`src/rtl/noc_traffic_node.sv`:
```
// NoC traffic node: generates fixed-format test packets on the sender port and
// checks packets arriving on the receive port, keeping tx/rx/error counters.
//
// TX state | meaning
// ---------+--------------------------------------------------------------
// IDLE     | waiting for start
// HEAD     | presenting the header flit, held until handshake
// BODY     | presenting body flit idx_q, held until handshake
// GAP      | idle cycles between packets; parks here while start is low
// DONE     | NUM_PKTS sent, terminal until reset
//
// RX state | meaning
// ---------+--------------------------------------------------------------
// WAIT_HEAD| expecting a header; anything else is counted and dropped
// BODY     | expecting body flit rx_idx_q of the current packet
module noc_traffic_node #(
  parameter int DATA_WIDTH = 32,
  parameter int X_ID       = 0,
  parameter int Y_ID       = 0,
  parameter int DEST_X_ID  = 1,
  parameter int DEST_Y_ID  = 1,
  parameter int MESH_X     = 2,
  parameter int MESH_Y     = 2,
  parameter int MODE       = 0,
  parameter int PKT_LEN    = 4,
  parameter int NUM_PKTS   = 8,
  parameter int GAP        = 2,
  parameter int CNT_W      = 16
) (
  input  logic                  noc_clk,
  input  logic                  noc_rst,
  input  logic                  start,
  input  logic                  receive_valid,
  input  logic [DATA_WIDTH-1:0] receive_flit,
  input  logic                  receive_is_header,
  input  logic                  receive_is_tail,
  output logic                  receive_ready,
  output logic                  sender_valid,
  output logic [DATA_WIDTH-1:0] sender_flit,
  output logic                  sender_is_header,
  output logic                  sender_is_tail,
  input  logic                  sender_ready,
  output logic [CNT_W-1:0]      tx_pkt_cnt,
  output logic [CNT_W-1:0]      rx_pkt_cnt,
  output logic [CNT_W-1:0]      err_cnt,
  output logic                  done
);

  localparam logic [3:0]       MX         = 4'(MESH_X);
  localparam logic [3:0]       MY         = 4'(MESH_Y);
  localparam logic [7:0]       SELF_ID    = {4'(Y_ID), 4'(X_ID)};
  localparam logic [7:0]       FIXED_DEST = {4'(DEST_Y_ID), 4'(DEST_X_ID)};
  localparam logic [7:0]       LEN_B      = 8'(PKT_LEN);
  localparam logic [7:0]       LAST_IDX   = 8'(PKT_LEN - 1);
  localparam logic [CNT_W-1:0] CNT_MAX    = '1;
  localparam logic [CNT_W-1:0] NUM_PKTS_C = CNT_W'(NUM_PKTS);
  localparam logic [31:0]      GAP_LOAD   = (GAP > 0) ? 32'(GAP - 1) : 32'd0;

  typedef enum logic [2:0] {TX_IDLE, TX_HEAD, TX_BODY, TX_GAP, TX_DONE} tx_state_t;
  typedef enum logic {RX_WAIT_HEAD, RX_BODY} rx_state_t;

  // Row-major step over the mesh, X fastest; node ids are packed {y, x}.
  function automatic logic [7:0] step_node(input logic [7:0] p);
    logic [3:0] x;
    logic [3:0] y;
    x = p[3:0] + 4'd1;
    y = p[7:4];
    if (x == MX) begin
      x = 4'd0;
      y = y + 4'd1;
      if (y == MY) y = 4'd0;
    end
    return {y, x};
  endfunction

  function automatic logic [7:0] next_dest(input logic [7:0] p);
    logic [7:0] n;
    n = step_node(p);
    if (n == SELF_ID) n = step_node(n);
    return n;
  endfunction

  localparam logic [7:0] FIRST_DEST = (SELF_ID == 8'h00) ? step_node(8'h00) : 8'h00;

  tx_state_t        tx_state_q, tx_state_d;
  logic [7:0]       seq_q, seq_d;
  logic [7:0]       idx_q, idx_d;
  logic [31:0]      gap_cnt_q, gap_cnt_d;
  logic [7:0]       dest_q, dest_d;
  logic [CNT_W-1:0] tx_pkt_cnt_q, tx_pkt_cnt_d;

  rx_state_t        rx_state_q, rx_state_d;
  logic [7:0]       rx_idx_q, rx_idx_d;
  logic [7:0]       rx_seq_q, rx_seq_d;
  logic [7:0]       rx_len_q, rx_len_d;
  logic             rx_pkt_err_q, rx_pkt_err_d;
  logic [CNT_W-1:0] rx_pkt_cnt_q, rx_pkt_cnt_d;
  logic [CNT_W-1:0] err_cnt_q, err_cnt_d;
  logic             rx_ready_q;

  logic [DATA_WIDTH-1:0] hdr_flit;
  logic [DATA_WIDTH-1:0] body_flit;
  logic [DATA_WIDTH-1:0] exp_body;
  logic                  tail_hs;
  logic                  last_pkt;

  // TX next-state and sender outputs; fields depend only on state so they stay stable under backpressure.
  always_comb begin
    tx_state_d       = tx_state_q;
    seq_d            = seq_q;
    idx_d            = idx_q;
    gap_cnt_d        = gap_cnt_q;
    dest_d           = dest_q;
    tx_pkt_cnt_d     = tx_pkt_cnt_q;
    sender_valid     = 1'b0;
    sender_is_header = 1'b0;
    sender_is_tail   = 1'b0;
    sender_flit      = '0;
    tail_hs          = 1'b0;
    last_pkt         = 1'b0;
    hdr_flit         = '0;
    hdr_flit[31:0]   = {LEN_B, seq_q, SELF_ID, (MODE == 1) ? dest_q : FIXED_DEST};
    body_flit        = '0;
    body_flit[15:0]  = {seq_q, idx_q};
    case (tx_state_q)
      TX_IDLE: if (start) tx_state_d = TX_HEAD;
      TX_HEAD: begin
        sender_valid     = 1'b1;
        sender_is_header = 1'b1;
        sender_is_tail   = (PKT_LEN == 1);
        sender_flit      = hdr_flit;
        if (sender_ready) begin
          if (PKT_LEN == 1) begin
            tail_hs = 1'b1;
          end else begin
            idx_d      = 8'd1;
            tx_state_d = TX_BODY;
          end
        end
      end
      TX_BODY: begin
        sender_valid   = 1'b1;
        sender_is_tail = (idx_q == LAST_IDX);
        sender_flit    = body_flit;
        if (sender_ready) begin
          if (idx_q == LAST_IDX) tail_hs = 1'b1;
          else idx_d = idx_q + 8'd1;
        end
      end
      TX_GAP: begin
        if (NUM_PKTS != 0 && tx_pkt_cnt_q == NUM_PKTS_C) tx_state_d = TX_DONE;
        else if (gap_cnt_q == 32'd0) begin
          if (start) tx_state_d = TX_HEAD;
        end else gap_cnt_d = gap_cnt_q - 32'd1;
      end
      TX_DONE: tx_state_d = TX_DONE;
      default: tx_state_d = TX_IDLE;
    endcase
    if (tail_hs) begin
      seq_d        = seq_q + 8'd1;
      tx_pkt_cnt_d = (tx_pkt_cnt_q == CNT_MAX) ? tx_pkt_cnt_q : tx_pkt_cnt_q + CNT_W'(1);
      if (MODE == 1) dest_d = next_dest(dest_q);
      gap_cnt_d    = GAP_LOAD;
      last_pkt     = (NUM_PKTS != 0) && (tx_pkt_cnt_d == NUM_PKTS_C);
      // Back-to-back packets when there is no gap, so PKT_LEN = 1 streams one flit per cycle.
      tx_state_d   = (GAP == 0 && start && !last_pkt) ? TX_HEAD : TX_GAP;
    end
  end

  // RX checker: one error at most per accepted flit; a tail only counts if its packet was clean.
  always_comb begin
    logic acc, dest_bad, tail_bad, pay_bad, len_one, last, err, rx_inc;
    rx_state_d     = rx_state_q;
    rx_idx_d       = rx_idx_q;
    rx_seq_d       = rx_seq_q;
    rx_len_d       = rx_len_q;
    rx_pkt_err_d   = rx_pkt_err_q;
    exp_body       = '0;
    exp_body[15:0] = {rx_seq_q, rx_idx_q};
    acc      = receive_valid && rx_ready_q;
    dest_bad = (receive_flit[7:0] != SELF_ID);
    len_one  = (receive_flit[31:24] <= 8'd1);
    last     = (rx_idx_q == rx_len_q - 8'd1);
    pay_bad  = (receive_flit != exp_body);
    tail_bad = 1'b0;
    err      = 1'b0;
    rx_inc   = 1'b0;
    if (acc) begin
      if (receive_is_header) begin
        tail_bad     = len_one ? !receive_is_tail : receive_is_tail;
        err          = (rx_state_q == RX_BODY) || dest_bad || tail_bad;
        rx_seq_d     = receive_flit[23:16];
        rx_len_d     = receive_flit[31:24];
        rx_idx_d     = 8'd1;
        rx_pkt_err_d = dest_bad || tail_bad;
        if (len_one || receive_is_tail) begin
          rx_state_d = RX_WAIT_HEAD;
          rx_inc     = receive_is_tail && !rx_pkt_err_d;
        end else rx_state_d = RX_BODY;
      end else if (rx_state_q == RX_WAIT_HEAD) begin
        err = 1'b1;
      end else begin
        tail_bad     = last ? !receive_is_tail : receive_is_tail;
        err          = tail_bad || pay_bad;
        rx_pkt_err_d = rx_pkt_err_q || err;
        if (last || receive_is_tail) begin
          rx_state_d = RX_WAIT_HEAD;
          rx_inc     = receive_is_tail && !rx_pkt_err_d;
        end else rx_idx_d = rx_idx_q + 8'd1;
      end
    end
    rx_pkt_cnt_d = (rx_inc && rx_pkt_cnt_q != CNT_MAX) ? rx_pkt_cnt_q + CNT_W'(1) : rx_pkt_cnt_q;
    err_cnt_d    = (err && err_cnt_q != CNT_MAX) ? err_cnt_q + CNT_W'(1) : err_cnt_q;
  end

  // State and counter registers with synchronous reset.
  always_ff @(posedge noc_clk) begin
    if (noc_rst) begin
      tx_state_q   <= TX_IDLE;
      seq_q        <= 8'd0;
      idx_q        <= 8'd0;
      gap_cnt_q    <= 32'd0;
      dest_q       <= FIRST_DEST;
      tx_pkt_cnt_q <= '0;
      rx_state_q   <= RX_WAIT_HEAD;
      rx_idx_q     <= 8'd0;
      rx_seq_q     <= 8'd0;
      rx_len_q     <= 8'd0;
      rx_pkt_err_q <= 1'b0;
      rx_pkt_cnt_q <= '0;
      err_cnt_q    <= '0;
      rx_ready_q   <= 1'b0;
    end else begin
      tx_state_q   <= tx_state_d;
      seq_q        <= seq_d;
      idx_q        <= idx_d;
      gap_cnt_q    <= gap_cnt_d;
      dest_q       <= dest_d;
      tx_pkt_cnt_q <= tx_pkt_cnt_d;
      rx_state_q   <= rx_state_d;
      rx_idx_q     <= rx_idx_d;
      rx_seq_q     <= rx_seq_d;
      rx_len_q     <= rx_len_d;
      rx_pkt_err_q <= rx_pkt_err_d;
      rx_pkt_cnt_q <= rx_pkt_cnt_d;
      err_cnt_q    <= err_cnt_d;
      rx_ready_q   <= 1'b1;
    end
  end

  assign receive_ready = rx_ready_q;
  assign tx_pkt_cnt    = tx_pkt_cnt_q;
  assign rx_pkt_cnt    = rx_pkt_cnt_q;
  assign err_cnt       = err_cnt_q;
  assign done          = (tx_state_q == TX_DONE);

endmodule
```
`config.mk`:
```
export PLATFORM = sky130hd
export DESIGN_NAME = noc_traffic_node
export DESIGN_NICKNAME = d
export VERILOG_FILES = /design/src/rtl/noc_traffic_node.sv
export SDC_FILE = /design/constraint.sdc
export NUM_CORES = 1
export LEC_CHECK = 0
export CORE_UTILIZATION = 35
export DETAILED_ROUTE_END_ITERATION = 16
export GPL_TIMING_DRIVEN = 0
export MAX_ROUTING_LAYER = met4
export PLACE_DENSITY = 0.55
export RECOVER_POWER = 100
export SLEW_MARGIN = 40
export SYNTH_ARGS = -nofsm -noshare
export SYNTH_HDL_FRONTEND = slang
export SYNTH_SLANG_ARGS = --single-unit
```
`constraint.sdc`:
```
create_clock -name noc_clk -period 4.6 [get_ports noc_clk]
set_input_delay 0.92 -clock noc_clk [delete_from_list [all_inputs] [get_ports noc_clk]]
set_output_delay 0.92 -clock noc_clk [all_outputs]
set_load 0.1 [all_outputs]
```
## After elaboration in Yosys (flattened, before gate mapping)

Index checks and enable logic that the tools add are counted.

- Register bits: 126
- Output and inout bits: 85
- Logic and storage cells: 122

- Add/subtract/negate cells: 8
- $lt $le $gt $ge: 1
- Equal/unequal tests: 21
- Muxes and demuxes: 41
- Bitwise operators: 4
- Reduce and logical (&&, ||, !) cells: 32

Operators with widths:

| cell | count |
|---|---|
| $pmux W27 S2 | 1 |
| $add A16 B1 Y16 const B | 3 |
| $mux W8 | 6 |
| $logic_not A32 Y1 | 1 |
| $ne A16 B16 Y1 const B | 2 |
| $ne A32 B16 Y1 | 1 |
| $sub A32 B1 Y32 const B | 1 |
| $mux W1 | 27 |
| $add A8 B1 Y8 const B | 3 |
| $eq A16 B16 Y1 const B | 1 |
| $eq A16 B4 Y1 const B | 1 |
| $pmux W8 S2 | 1 |
| $pmux W3 S5 | 1 |
| $reduce_and A3 Y1 | 5 |
| $ne A2 B2 Y1 const B | 7 |
| $mux W3 | 4 |
| $eq A8 B2 Y1 const B | 1 |
| $eq A8 B8 Y1 | 1 |
| $le A8 B1 Y1 const B | 1 |
| $reduce_bool A8 Y1 | 1 |
| $sub A8 B1 Y8 const B | 1 |
| $logic_or A1 B1 Y1 | 7 |
| $eq A3 B2 Y1 const B | 2 |
| $ne A3 B3 Y1 const B | 2 |
| other kinds (12) | 26 |

## Depth between registers and ports, before layout

Gate-level depths: netlist of the first run.

- Word-level depth: 12
- Depth in mapped cells: 16

## Least setup slack after synthesis of the first run

OpenSTA, ideal clock, no wires.

- Path type: register -> register
- From: register rx_len_q[2]
- To: register err_cnt_q[1] (netlist: err_cnt[1])
- Setup time: 71 ps
- Arrival time: 3526 ps
- Required time: 4529 ps
- Setup slack: 1003 ps
- Cell stages (with the launch flop): 15
- Cells stage by stage: dfxtp_1 or4_1 nor4_1 xnor2_1 a2111oi_0 nand3_1 ha_1 nor4_1 nand4_1 nor3b_1 and4_1 buf_2 clkbuf_1 o21ai_0 a21oi_1

- Cells in the longest elaborated chain, start to end: 8

Ends and longest elaborated chain:

| what | line | source |
|---|---|---|
| start: declaration | 95 | `logic [7:0] rx_len_q, rx_len_d;` |
| start signal: assignment | 243 | `rx_len_q <= rx_len_d;` |
| $sub A8 B1 Y8 | 183 | `last = (rx_idx_q == rx_len_q - 8'd1);` |
| $eq A8 B8 Y1 | 183 |  |
| $mux W1 | 203 | `tail_bad = last ? !receive_is_tail : receive_is_tail;` |
| $logic_or A1 B1 Y1 | 204 | `err = tail_bad \|\| pay_bad;` |
| $mux W1 | 200 | `end else if (rx_state_q == RX_WAIT_HEAD) begin` |
| $mux W1 | 189 | `if (receive_is_header) begin` |
| $mux W1 | 188 | `if (acc) begin` |
| $logic_and A1 B1 Y1 | 213 | `err_cnt_d = (err && err_cnt_q != CNT_MAX) ? err_cnt_q + CNT_W'(1) : err_cnt_q;` |
| end signal: assignment | 246 | `err_cnt_q <= err_cnt_d;` |
| end: declaration | 98 | `logic [CNT_W-1:0] err_cnt_q, err_cnt_d;` |

No other way between the ends.
A chain may end at the register's enable or synchronous reset.

## Final worst setup path of the first run

- From: register rx_len_q[2]
- To: register rx_pkt_cnt_q[2] (netlist: rx_pkt_cnt[2])

- Cells in the longest elaborated chain, start to end: 12
- Elaborated cells between the ends (all ways): 13

Ends and longest elaborated chain:

| what | line | source |
|---|---|---|
| $sub A8 B1 Y8 (*) | 183 |  |
| $eq A8 B8 Y1 (*) | 183 |  |
| $mux W1 | 203 |  |
| $logic_or A1 B1 Y1 | 204 |  |
| $logic_or A1 B1 Y1 | 205 | `rx_pkt_err_d = rx_pkt_err_q \|\| err;` |
| $logic_not A1 Y1 | 208 | `rx_inc = receive_is_tail && !rx_pkt_err_d;` |
| $logic_and A1 B1 Y1 | 208 |  |
| $mux W1 (*) | 206 | `if (last \|\| receive_is_tail) begin` |
| $mux W1 (*) | 200 |  |
| $mux W1 (*) | 189 |  |
| $mux W1 (*) | 188 |  |
| $logic_and A1 B1 Y1 (*) | 212 | `rx_pkt_cnt_d = (rx_inc && rx_pkt_cnt_q != CNT_MAX) ? rx_pkt_cnt_q + CNT_W'(1) : rx_pkt_cnt_q;` |
| end signal: assignment | 245 | `rx_pkt_cnt_q <= rx_pkt_cnt_d;` |
| end: declaration | 97 | `logic [CNT_W-1:0] rx_pkt_cnt_q, rx_pkt_cnt_d;` |

Mark *: on every way between the ends. The rest lies on a longest branch, timed or not.

==> load_flow_metrics.sql, run 1 <==
INSERT INTO impl_metrics (metric_group, metric, value, unit) VALUES
('outcome', 'result_of_the_run', 'finished, final reports clean', ''),
('cells_and_area', 'multi_input_area', '3860', 'um^2'),
('floorplanning', 'die_h', '139', 'um'),
('sta', 'fmax', '0.240', 'GHz'),
('route', 'detail_route.vias_per_cell', '5.23', ''),
('cells_and_area', 'fin_cells', '1182', ''),
('clocking', 'clock_tree.htree_level_count', '4', ''),
('clocking', 'cts_tree', 'built', ''),
('route', 'detail_route.wirelength', '18.1', 'mm'),
('clocking', 'cts_inserted_buffers', '17', ''),
('place', 'detailedPlacementHpwl', '13.1', 'mm'),
('clocking', 'post-cts-setup-buffers', '0', ''),
('synthesis', 'synth_edf_count', '0', ''),
('sta', 'slew_viol_final', '0', ''),
('synthesis', 'synth_cell_types', '58', ''),
('setup_path', 'critical_path_arrival', '4.45', 'ns'),
('synthesis', 'synth-warning-count', '0', ''),
('clocking', 'clk_root_buf', 'sky130_fd_sc_hd__clkbuf_16', ''),
('route', 'drt_pre_antenna_iters', '5', ''),
('cells_and_area', 'nets', '990', ''),
('setup_path', 'worst_setup_path_start_kind', 'flip-flop', ''),
('cells_and_area', 'area_growth_syn_to_layout', '23.8', '%'),
('cells_and_area', 'final_cell_area', '8170', 'um^2'),
('floorplanning', 'placement_rows', '49', ''),
('floorplanning', 'x_dimension_of_the_die', '139', 'um'),
('route', 'ant_nets', '0', ''),
('min_path', 'worst_hold_path_type', 'flip-flop to flip-flop', ''),
('grt', 'antenna_found_initial', '0', ''),
('grt', 'maximum_number_of_pins_on_one_net_before_global_route_repair', '17', ''),
('cells_and_area', 'antenna-diode-count', '0', ''),
('clocking', 'clock_tree.buffer_depth', '2', ''),
('sta', 'post-route-min-period', '4.16', 'ns'),
('sta', 'final_min_period_over_clock_period', '90.5', '%'),
('clocking', 'clkSlewWorstSetupHoldPaths', '0.06', 'ns'),
('route', 'post_drt_wl_per_cell', '15.3', 'um'),
('setup_path', 'critical_path.reg2reg.startpoint', 'rx_len_q[2]', ''),
('setup_path', 'timing.critical_path.cells', 'or4_1 -> nor4_1 -> xnor2_1 -> a2111oi_1 -> nand3_1 -> ha_1 -> nor4_1 -> nand4_1 -> nor3b_2 -> a41oi_2 -> clkbuf_1 -> o311ai_0 -> o41ai_1', ''),
('min_path', 'min_path_cells', '2', ''),
('sta', 'max_slew.worst_pin.slew', '1.23', 'ns'),
('setup_path', 'cp_most_frequent_cell', 'sky130_fd_sc_hd__nor4_1', ''),
('cells_and_area', 'area_taken_by_flip_flops_and_latches', '2520', 'um^2'),
('clocking', 'clock_insertion_delay_worst_skew', '0.42', 'ns'),
('power', 'ir_worst_vdd', '0.000531', 'V'),
('grt', 'gr-usage-all-layers', '19.6', '%'),
('floorplanning', 'die-area', '19400', 'um^2'),
('power', 'power_density', '573', 'nW/um^2'),
('floorplanning', 'io_pins', '124', ''),
('route', 'drt_first_iter_violations', '298', ''),
('setup_path', 'setup.reg_to_reg.worst_slack', '0.44', 'ns'),
('cells_and_area', 'final_layout_size_suffix_gt1_share', '5.88', '%'),
('route', 'detail_route.drc_violations', '0', ''),
('sta', 'rsz0062_at_grt', 'false', ''),
('setup_path', 'regToRegEndpoint', 'rx_pkt_cnt[2]', ''),
('setup_path', 'critical_path.max_fanout', '10', ''),
('setup_path', 'critPathRequiredTime', '4.89', 'ns'),
('synthesis', 'synth.yosys.seq_area_share', '38.2', '%'),
('setup_path', 'reg2reg_depth', '13', ''),
('synthesis', 'ys.flop_type', 'sky130_fd_sc_hd__dfxtp_1', ''),
('setup_path', 'type_of_the_setup_path_with_the_least_slack', 'flip-flop to flip-flop', ''),
('min_path', 'min-delay-start', 'rx_seq_q[3]', ''),
('grt', 'remaining_global_route_overflow', '0', ''),
('setup_path', 'cp_top_family', 'simple AND/OR/NAND/NOR gates', ''),
('sta', 'timing_hold_violations_final', '0', ''),
('place', 'gp_routability_congestion', '0.829', ''),
('sta', 'tns', '0', 'ns'),
('run', 'maxCapViolCount', '0', ''),
('place', 'buffer_ports.inserted', '115', ''),
('floorplanning', 'core', '18200', 'um^2'),
('min_path', 'endpoint_worst_hold', 'rx_seq_q[3]', ''),
('clocking', 'clock-sinks', '126', ''),
('place', 'place_inst', '1150', '');
[worst register-to-register path: cells and delay by family (launching register included)]
family	cells	cell delay (ns)
fa+ha+maj	1	0.31
buf+inv	1	0.31
xor+xnor	1	0.11
flops	1	0.37
simple gates	6	1.74
compound gates	4	1.18
[power breakdown]
| group | total (W) | switching, W | internal, W | leakage, nW |
|---|---|---|---|---|
| combinational | 0.00198 | 0.00134 | 0.000646 | 1.58 |
| clock | 0.00135 | 0.000510 | 0.000837 | 0.274 |
| sequential | 0.00135 | 0.000133 | 0.00122 | 1.02 |
| total | 0.00468 | 0.00198 | 0.00270 | 2.87 |
[cell usage after synthesis (all sizes together), types with 2 or more instances]
cell type | n | area share [%]
nor4 | 26 | 2.5
nor3 | 23 | 1.8
clkbuf | 24 | 1.4
a21o | 2 | 0.23
ha | 11 | 2.1
inv | 16 | 0.91
xnor2 | 50 | 6.6
nand4 | 28 | 2.7
and4 | 9 | 1.2
xor2 | 34 | 4.5
a31o | 2 | 0.27
nor2 | 81 | 4.6
o211ai | 2 | 0.23
a211oi | 4 | 0.45
o21ai | 21 | 1.6
dfxtp | 126 | 38
nor2b | 7 | 0.66
and3b | 2 | 0.27
nor4bb | 3 | 0.45
a41oi | 2 | 0.27
or4 | 26 | 3.0
and2 | 25 | 2.4
nor4b | 4 | 0.53
mux2 | 4 | 0.68
or3 | 17 | 1.6
and3 | 19 | 1.8
or3b | 4 | 0.53
nand3 | 31 | 2.3
a2111oi | 2 | 0.27
a31oi | 3 | 0.28
a21oi | 58 | 4.4
nand2b | 4 | 0.38
or2 | 2 | 0.19
o41ai | 2 | 0.27
buf | 19 | 1.6
o311ai | 2 | 0.27
nand2 | 64 | 3.6
nor3b | 9 | 1.0
o31ai | 18 | 2.0
nand3b | 3 | 0.34
[state kept, by name, summed over array words and instances (netlist names)]
name,flops
tx_state_q,3
idx_q,8
rx_idx_q,8
rx_seq_q,8
receive_ready,1
gap_cnt_q,32
rx_pkt_err_q,1
tx_pkt_cnt,16
seq_q,8
err_cnt,16
rx_len_q,8
rx_pkt_cnt,16
rx_state_q,1
[kinds of logic (layout without fill, tap and decap cells)]
group / count (synthesis) / after routing / synth area share, %
fa+ha+maj: 11 / 11 / 2.08
other cells: 1 / 7 / 0.0568
xor+xnor: 84 / 84 / 11.1
mux: 5 / 5 / 0.834
buf+inv: 59 / 206 / 3.90
simple gates: 390 / 390 / 32.4
flops: 126 / 126 / 38.2
compound gates: 124 / 124 / 11.4
[final cells by class]
type | count | share of cell area (%)
flip-flops and latches | 126 | 30.9
well taps | 229 | 3.51
clock buffers | 22 | 5.80
inverters | 16 | 0.735
clock inverters | 10 | 1.38
repair buffers | 115 | 8.11
plain buffers | 43 | 2.37
multi-input cells | 621 | 47.2
[per-layer routing]
metal | up-vias | part of all wire (%) | global-route usage [%]
met1 | 2888 | 49 | 25.1
met5 | - | 0 | -
li1 | 3147 | - | -
met4 | 0 | 1.0 | 5.67
met3 | 13 | 4.5 | 4.58
met2 | 129 | 45 | 30.6
[layout by cell type, fill, tap and decap left out, drive strengths merged, types with 17 or more instances in the layout]
| cell type | count |
|---|---|
| or4 | 26 |
| a21oi | 58 |
| xnor2 | 50 |
| clkbuf | 133 |
| nor2 | 81 |
| nand3 | 31 |
| o21ai | 21 |
| nor3 | 23 |
| nand4 | 28 |
| clkdlybuf4s50 | 35 |
| or3 | 17 |
| o31ai | 18 |
| and2 | 25 |
| nand2 | 64 |
| xor2 | 34 |
| dfxtp | 126 |
| nor4 | 26 |
| and3 | 19 |
[per-stage QoR]
step / utilization (%) / total power [W] / worst slack (ns) / hold slack (ns)
after global routing: 44.9 / 0.00480 / 0.0180 / 0.487
after global placement: 44.3 / 0.00337 / 0.118 / 0.456
after floorplan: - / 0.00285 / 1.00 / 0.448
after CTS: 45.4 / 0.00470 / 0.0456 / 0.468
after detailed placement: 42.1 / 0.00333 / 0.108 / 0.460
final: 44.9 / 0.00468 / 0.438 / 0.466
[worst max path at each step]
stage                      startpoint  slack (ns)       endpoint
after floorplan           rx_len_q[2]        1.00     err_cnt[1]
after global placement    rx_len_q[2]        0.12     err_cnt[1]
after detailed placement  rx_len_q[2]        0.11     err_cnt[1]
after CTS                 rx_len_q[2]        0.05     err_cnt[1]
after global routing      rx_len_q[2]        0.02     err_cnt[0]
final                     rx_len_q[2]        0.44  rx_pkt_cnt[2]
[timing repair]
item                                    4_1_cts  5_1_grt
hold buffers                                  0        0
resized for setup                             0        5
endpoints found under the setup margin        0       28
Note: power is estimated with default switching activity, not from simulation.
==> inputs of run 2 (changes only) <==
ABC_AREA = 0   (was default)
CTS_BUF_LIST = sky130_fd_sc_hd__clkbuf_8   (was default)
CTS_CLUSTER_SIZE = 8   (was default)
==> run 2 against run 1 <==
Cell count did not move. Clock-buffer cell count fell by 2. Sequential share of layout area rose by 0.74 points. Largest power group unchanged. Flip-flop and latch count did not move. Largest cell class unchanged. Non-clock buffer count did not move. Clock skew rose by 0.0019 ns. Combinational power barely moved.
==> load_flow_metrics.sql, run 2 (same netlist as run 1, synthesis figures left out) <==
INSERT INTO impl_metrics (metric_group, metric, value, unit) VALUES
('grt', 'maximum_number_of_pins_on_one_net_before_global_route_repair', '17', ''),
('grt', 'grt_pass1_vias', '5741', ''),
('setup_path', 'critical_path_arrival', '4.46', 'ns'),
('setup_path', 'worst_setup_path_start_kind', 'flip-flop', ''),
('sta', 'fmax', '0.241', 'GHz'),
('run', 'maxCapViolCount', '0', ''),
('grt', 'gr-usage-all-layers', '19.4', '%'),
('place', 'gp_routability_congestion', '0.829', ''),
('setup_path', 'type_of_the_setup_path_with_the_least_slack', 'flip-flop to flip-flop', ''),
('grt', 'antenna_found_initial', '0', ''),
('sta', 'finalSetupViolations', '0', ''),
('floorplanning', 'die-area', '19400', 'um^2'),
('sta', 'max_slew.worst_pin.slew', '1.22', 'ns'),
('outcome', 'result_of_the_run', 'finished, final reports clean', ''),
('route', 'post_drt_wl_per_cell', '15.2', 'um'),
('setup_path', 'endpoint_kind', 'flip-flop', ''),
('sta', 'setup_slack', '0.446', 'ns'),
('power', 'ir_worst_vdd', '0.000519', 'V'),
('sta', 'timing_hold_violations_final', '0', ''),
('clocking', 'number_of_buffers_added_to_fix_hold_violations_after_cts', '0', ''),
('place', 'buffer_ports.inserted', '115', ''),
('sta', 'timing.clock.skew', '0.0109', 'ns'),
('sta', 'post-route-min-period', '4.15', 'ns'),
('sta', 'final_min_period_over_clock_period', '90.3', '%'),
('cells_and_area', 'layout_commonest_cell', 'sky130_fd_sc_hd__dfxtp_1', ''),
('floorplanning', 'core', '18200', 'um^2'),
('cells_and_area', 'nets', '990', ''),
('route', 'detail_route.drc_violations', '0', ''),
('sta', 'finalHoldWorstSlack', '0.468', 'ns'),
('clocking', 'clock_insertion_delay_worst_skew', '0.44', 'ns'),
('place', 'place_worst_setup_slack', '0.108', 'ns'),
('sta', 'slew_viol_final', '0', ''),
('floorplanning', 'placement_rows', '49', ''),
('cells_and_area', 'top_register', 'gap_cnt_q', ''),
('min_path', 'worst_hold_path_type', 'flip-flop to flip-flop', ''),
('sta', 'rsz0062_at_grt', 'false', ''),
('route', 'ant_nets', '0', ''),
('route', 'detail_route.vias_per_cell', '5.26', ''),
('cells_and_area', 'largest_register_ff_count', '32', ''),
('clocking', 'clock-sinks', '126', ''),
('floorplanning', 'initial_standard_cell_utilization_of_the_core', '36.3', '%'),
('setup_path', 'critPathRequiredTime', '4.91', 'ns'),
('cells_and_area', 'fin_cells', '1182', ''),
('route', 'detail_route.wirelength', '18.0', 'mm'),
('route', 'drt_first_iter_violations', '307', ''),
('power', 'static-leakage-power', '2.79', 'nW'),
('cells_and_area', 'most-common-layout-cells', 'sky130_fd_sc_hd__dfxtp_1 (126), sky130_fd_sc_hd__clkbuf_1 (110), sky130_fd_sc_hd__nor2_1 (81)', ''),
('place', 'place_inst', '1150', ''),
('place', 'detailedPlacementHpwl', '13.1', 'mm'),
('clocking', 'cts_tree', 'built', ''),
('setup_path', 'critical_path.max_fanout', '10', ''),
('clocking', 'clkSlewWorstSetupHoldPaths', '0.08', 'ns'),
('floorplanning', 'x_dimension_of_the_die', '139', 'um'),
('clocking', 'cts_inserted_buffers', '17', ''),
('cells_and_area', 'fill_cells', '1895', ''),
('grt', 'remaining_global_route_overflow', '0', ''),
('cells_and_area', 'final_layout_size_suffix_gt1_share', '5.88', '%'),
('sta', 'slew_headroom', '18.7', '%'),
('route', 'vias', '6217', ''),
('sta', 'tns', '0', 'ns'),
('clocking', 'clock_tree.buffer_depth', '2', ''),
('clocking', 'clock_tree.htree_level_count', '4', ''),
('floorplanning', 'die_h', '139', 'um'),
('cells_and_area', 'area_growth_syn_to_layout', '20.9', '%'),
('clocking', 'clk_root_buf', 'sky130_fd_sc_hd__clkbuf_8', ''),
('floorplanning', 'io_pins', '124', ''),
('grt', 'grt_pass1_wl', '29.4', 'mm'),
('route', 'drt_pre_antenna_iters', '5', ''),
('cells_and_area', 'antenna-diode-count', '0', ''),
('power', 'power_density', '538', 'nW/um^2');
## run 2: changes by cell type in the layout (fill, tap and decap cells not counted), sizes merged
cell,delta
clkbuf,-2
inv,+2
## run 2: worst paths after layout
path              cells after the start   startpoint             to  slack [ns]
setup / recovery                     13  rx_len_q[2]  rx_pkt_cnt[2]        0.45
hold / removal                        2  rx_seq_q[3]    rx_seq_q[3]        0.47
setup reg to reg                     13  rx_len_q[2]  rx_pkt_cnt[2]        0.45
hold reg to reg                       2  rx_seq_q[3]    rx_seq_q[3]        0.47
## run 2: worst max-delay path, cell delays in order, from the launching register on
cell and delay (ns):
sky130_fd_sc_hd__dfxtp_1 0.38, sky130_fd_sc_hd__or4_1 0.57, sky130_fd_sc_hd__nor4_1 0.24, sky130_fd_sc_hd__xnor2_1 0.11, sky130_fd_sc_hd__a2111oi_1 0.41, sky130_fd_sc_hd__nand3_1 0.13, sky130_fd_sc_hd__ha_1 0.31, sky130_fd_sc_hd__nor4_1 0.24
sky130_fd_sc_hd__nand4_1 0.18, sky130_fd_sc_hd__nor3b_2 0.38, sky130_fd_sc_hd__a41oi_2 0.27, sky130_fd_sc_hd__clkbuf_1 0.30, sky130_fd_sc_hd__o311ai_0 0.36, sky130_fd_sc_hd__o41ai_1 0.13
## run 2: power breakdown
group | leakage [nW] | switching, W | internal, W
clock | 0.195 | 0.000460 | 0.000517
sequential | 1.02 | 0.000132 | 0.00122
combinational | 1.58 | 0.00133 | 0.000643
## run 2: final cells by class
class | count | area [um^2] | share of cell area [%]
buffer | 43 | 194 | 2.43
clock buffer | 20 | 275 | 3.45
clock inverter | 12 | 120 | 1.50
inverter | 16 | 60.1 | 0.752
multi-input combinational | 621 | 3860 | 48.4
sequential | 126 | 2520 | 31.6
tap | 229 | 287 | 3.59
timing repair buffer | 115 | 663 | 8.31
## run 2: timing repair
action                                 in CTS  in global routing
setup endpoints to repair                   0                 28
setup buffers                               0                  0
endpoints found under the hold margin       0                  0
resized for setup                           0                  5
## run 2: metal layers
metal | track usage [%] | up-vias | part of all wire [%]
met2 | 30.4 | 149 | 46
met4 | 5.15 | 0 | 0.81
met3 | 4.37 | 9 | 4.8
met5 | - | - | 0
met1 | 25.0 | 2912 | 49
li1 | - | 3147 | -
## run 2: metrics by stage
step	total power, W	cell area (um^2)	utilization, %
after detailed placement	0.00333	7670	42.1
after CTS	0.00433	8070	44.3
after floorplan	0.00285	6630	-
final	0.00430	7980	43.8
after global placement	0.00337	8060	44.3
after global routing	0.00443	7980	43.8
==> inputs of run 3 (changes only) <==
CORE_MARGIN = 2   (was default)
PLACE_DENSITY = default   (was 0.55)
==> run 3 against run 2 <==
Register-to-register slack improved by 0.04 ns. Critical path depth did not move. Routed wire length fell by 1.8%. Sequential share of layout area fell by 0.13 points. Design area rose by 0.42%. Setup slack improved by 0.036 ns. Clock power rose by 8%. Non-clock buffer count fell by 1. Cell count rose by 0.34%. Global-route usage fell by 0.92 points. Clock skew rose by 0.0033 ns. Critical path type unchanged. Maximum frequency rose by 0.87%. Critical endpoint unchanged.
==> load_flow_metrics.sql, run 3 (same netlist as run 1, synthesis figures left out) <==
INSERT INTO impl_metrics (metric_group, metric, value, unit) VALUES
('clocking', 'clock_tree.buffer_depth', '2', ''),
('clocking', 'clock_insertion_delay_worst_skew', '0.46', 'ns'),
('cells_and_area', 'area_taken_by_flip_flops_and_latches', '2520', 'um^2'),
('grt', 'maximum_number_of_pins_on_one_net_before_global_route_repair', '17', ''),
('cells_and_area', 'nets', '989', ''),
('clocking', 'cts_inserted_buffers', '17', ''),
('sta', 'timing_hold_violations_final', '0', ''),
('power', 'power_density', '553', 'nW/um^2'),
('route', 'drt_first_iter_violations', '338', ''),
('route', 'detail_route.vias_per_cell', '5.25', ''),
('floorplanning', 'initial_standard_cell_utilization_of_the_core', '35.5', '%'),
('setup_path', 'endpoint', 'rx_pkt_cnt[2]', ''),
('power', 'pwr-share-clk', '23.8', '%'),
('setup_path', 'setup.reg_to_reg.worst_slack', '0.48', 'ns'),
('floorplanning', 'x_dimension_of_the_die', '141', 'um'),
('power', 'power.share.sequential', '30.5', '%'),
('setup_path', 'critical_path.reg2reg.startpoint', 'rx_len_q[2]', ''),
('power', 'ir_worst_vdd', '0.000590', 'V'),
('setup_path', 'regToRegEndpoint', 'rx_pkt_cnt[2]', ''),
('sta', 'rsz0062_at_grt', 'false', ''),
('setup_path', 'critPathRequiredTime', '4.93', 'ns'),
('power', 'total_switching_power', '0.00195', 'W'),
('run', 'maxCapViolCount', '0', ''),
('cells_and_area', 'area_growth_syn_to_layout', '21.4', '%'),
('route', 'ant_nets', '0', ''),
('grt', 'remaining_global_route_overflow', '0', ''),
('setup_path', 'crit_start', 'rx_len_q[2]', ''),
('power', 'overall_power_after_layout', '0.00443', 'W'),
('setup_path', 'worst_setup_path_start_kind', 'flip-flop', ''),
('route', 'post_drt_wl_per_cell', '14.9', 'um'),
('sta', 'final_min_period_over_clock_period', '89.5', '%'),
('place', 'buffer_ports.inserted', '115', ''),
('cells_and_area', 'multi_input_area', '3850', 'um^2'),
('cells_and_area', 'most-common-layout-cells', 'sky130_fd_sc_hd__dfxtp_1 (126), sky130_fd_sc_hd__clkbuf_1 (110), sky130_fd_sc_hd__nor2_1 (81)', ''),
('setup_path', 'critical_path_arrival', '4.45', 'ns'),
('sta', 'fmax', '0.243', 'GHz'),
('floorplanning', 'placement_rows', '50', ''),
('power', 'internal_power', '0.00248', 'W'),
('floorplanning', 'die_h', '141', 'um'),
('cells_and_area', 'fill_cells', '1945', ''),
('sta', 'setup_slack', '0.482', 'ns'),
('sta', 'timing.clock.skew', '0.0142', 'ns'),
('clocking', 'number_of_buffers_added_to_fix_hold_violations_after_cts', '0', ''),
('setup_path', 'endpoint_kind', 'flip-flop', ''),
('cells_and_area', 'top_register', 'gap_cnt_q', ''),
('sta', 'tns', '0', 'ns'),
('cells_and_area', 'largest_register_ff_count', '32', ''),
('place', 'place_worst_setup_slack', '0.154', 'ns'),
('sta', 'post-route-min-period', '4.12', 'ns'),
('place', 'gp_routability_congestion', '0.858', ''),
('grt', 'antenna_found_initial', '0', ''),
('place', 'detailedPlacementHpwl', '13.0', 'mm'),
('clocking', 'clock-sinks', '126', ''),
('clocking', 'clk_root_buf', 'sky130_fd_sc_hd__clkbuf_8', ''),
('sta', 'slew_viol_final', '0', ''),
('floorplanning', 'io_pins', '124', ''),
('clocking', 'clkSlewWorstSetupHoldPaths', '0.08', 'ns'),
('route', 'vias', '6221', ''),
('clocking', 'clock_tree.htree_level_count', '4', ''),
('clocking', 'cts_tree', 'built', ''),
('grt', 'gr-usage-all-layers', '18.5', '%'),
('route', 'drt_pre_antenna_iters', '5', ''),
('outcome', 'result_of_the_run', 'finished, final reports clean', ''),
('min_path', 'worst_hold_path_type', 'flip-flop to flip-flop', ''),
('grt', 'grt_pass1_wl', '29.0', 'mm'),
('floorplanning', 'core', '18600', 'um^2'),
('sta', 'slew_headroom', '19.1', '%'),
('power', 'static-leakage-power', '2.81', 'nW'),
('grt', 'grt_pass1_vias', '5712', ''),
('cells_and_area', 'antenna-diode-count', '0', ''),
('floorplanning', 'die-area', '20000', 'um^2'),
('power', 'switching_share', '44.0', '%'),
('cells_and_area', 'final_layout_size_suffix_gt1_share', '5.88', '%'),
('cells_and_area', 'layout_commonest_cell', 'sky130_fd_sc_hd__dfxtp_1', ''),
('route', 'detail_route.wirelength', '17.7', 'mm'),
('setup_path', 'type_of_the_setup_path_with_the_least_slack', 'flip-flop to flip-flop', ''),
('sta', 'max_slew.worst_pin.slew', '1.22', 'ns'),
('sta', 'finalSetupViolations', '0', ''),
('setup_path', 'critical_path.max_fanout', '10', ''),
('setup_path', 'reg2reg_depth', '13', ''),
('route', 'detail_route.drc_violations', '0', ''),
('power', 'power.share.combinational', '45.7', '%'),
('min_path', 'min_path_cells', '2', '');
[run 3: cell count changes in the layout (fill, tap and decap cells not counted), sizes merged]
cell / before / now
buf: 10 / 9
bufinv: 2 / 3
clkbuf: 131 / 133
clkinv: 3 / 5
clkinvlp: 5 / 2
inv: 18 / 16
[run 3: metrics by stage]
| stage | cells | hold slack (ns) | util, % | area (um^2) |
|---|---|---|---|---|
| 3_5_place_dp | 1155 | 0.459 | 41.3 | 7680 |
| 4_1_cts | 1187 | 0.470 | 43.7 | 8120 |
| 2_1_floorplan | 806 | 0.448 | - | 6630 |
| 6_report | 1186 | 0.471 | 43.1 | 8020 |
| 3_3_place_gp | 1155 | 0.457 | 43.4 | 8070 |
| 5_1_grt | 1186 | 0.481 | 43.1 | 8020 |
[run 3: final cells by class]
type,count,area share [%]
flip-flops and latches,126,31.5
clock inverters,10,1.67
multi-input cells,621,48.0
inverters,16,0.749
clock buffers,22,3.78
repair buffers,115,8.27
plain buffers,42,2.36
well taps,234,3.65
[run 3: power groups by stage]
stage / sequential, W / clock [W] / combinational [W]
floorplan: 0.00133 / 0 / 0.00152
global route: 0.00135 / 0.00113 / 0.00203
global placement: 0.00134 / 0 / 0.00201
CTS: 0.00132 / 0.00108 / 0.00199
finish: 0.00135 / 0.00106 / 0.00202
detailed placement: 0.00134 / 0 / 0.00198
[run 3: worst min-delay path by stage]
stage                startpoint     endpoint  slack [ns]
CTS                 rx_seq_q[2]  rx_seq_q[2]        0.47
finish              rx_seq_q[6]  rx_seq_q[6]        0.47
floorplan           rx_seq_q[0]  rx_seq_q[0]        0.45
global route        rx_seq_q[2]  rx_seq_q[2]        0.48
global placement    rx_seq_q[2]  rx_seq_q[2]        0.46
detailed placement  rx_seq_q[2]  rx_seq_q[2]        0.46
[run 3: worst max-delay path, stage by stage (launching register included)]
cell,delay [ns]
sky130_fd_sc_hd__dfxtp_1,0.38
sky130_fd_sc_hd__or4_1,0.56
sky130_fd_sc_hd__nor4_1,0.25
sky130_fd_sc_hd__xnor2_1,0.10
sky130_fd_sc_hd__a2111oi_0,0.39
sky130_fd_sc_hd__nand3_1,0.14
sky130_fd_sc_hd__ha_1,0.30
sky130_fd_sc_hd__nor4_1,0.17
sky130_fd_sc_hd__nand4_1,0.18
sky130_fd_sc_hd__nor3b_2,0.40
sky130_fd_sc_hd__a41oi_1,0.35
sky130_fd_sc_hd__clkbuf_1,0.32
sky130_fd_sc_hd__o311ai_0,0.32
sky130_fd_sc_hd__o41ai_1,0.12
[run 3: per-layer routing]
| metal | part of all wire [%] | track usage [%] |
|---|---|---|
| met5 | 0 | - |
| met4 | 1.3 | 5.89 |
| met3 | 5.6 | 3.78 |
| met2 | 45 | 28.4 |
| met1 | 48 | 24.4 |
[run 3: repair_timing]
action / in CTS / in global routing
endpoints found under the hold margin: 0 / 0
buffers inserted: 0 / 0
gates resized for setup: 0 / 1
setup endpoints to repair: 0 / 17
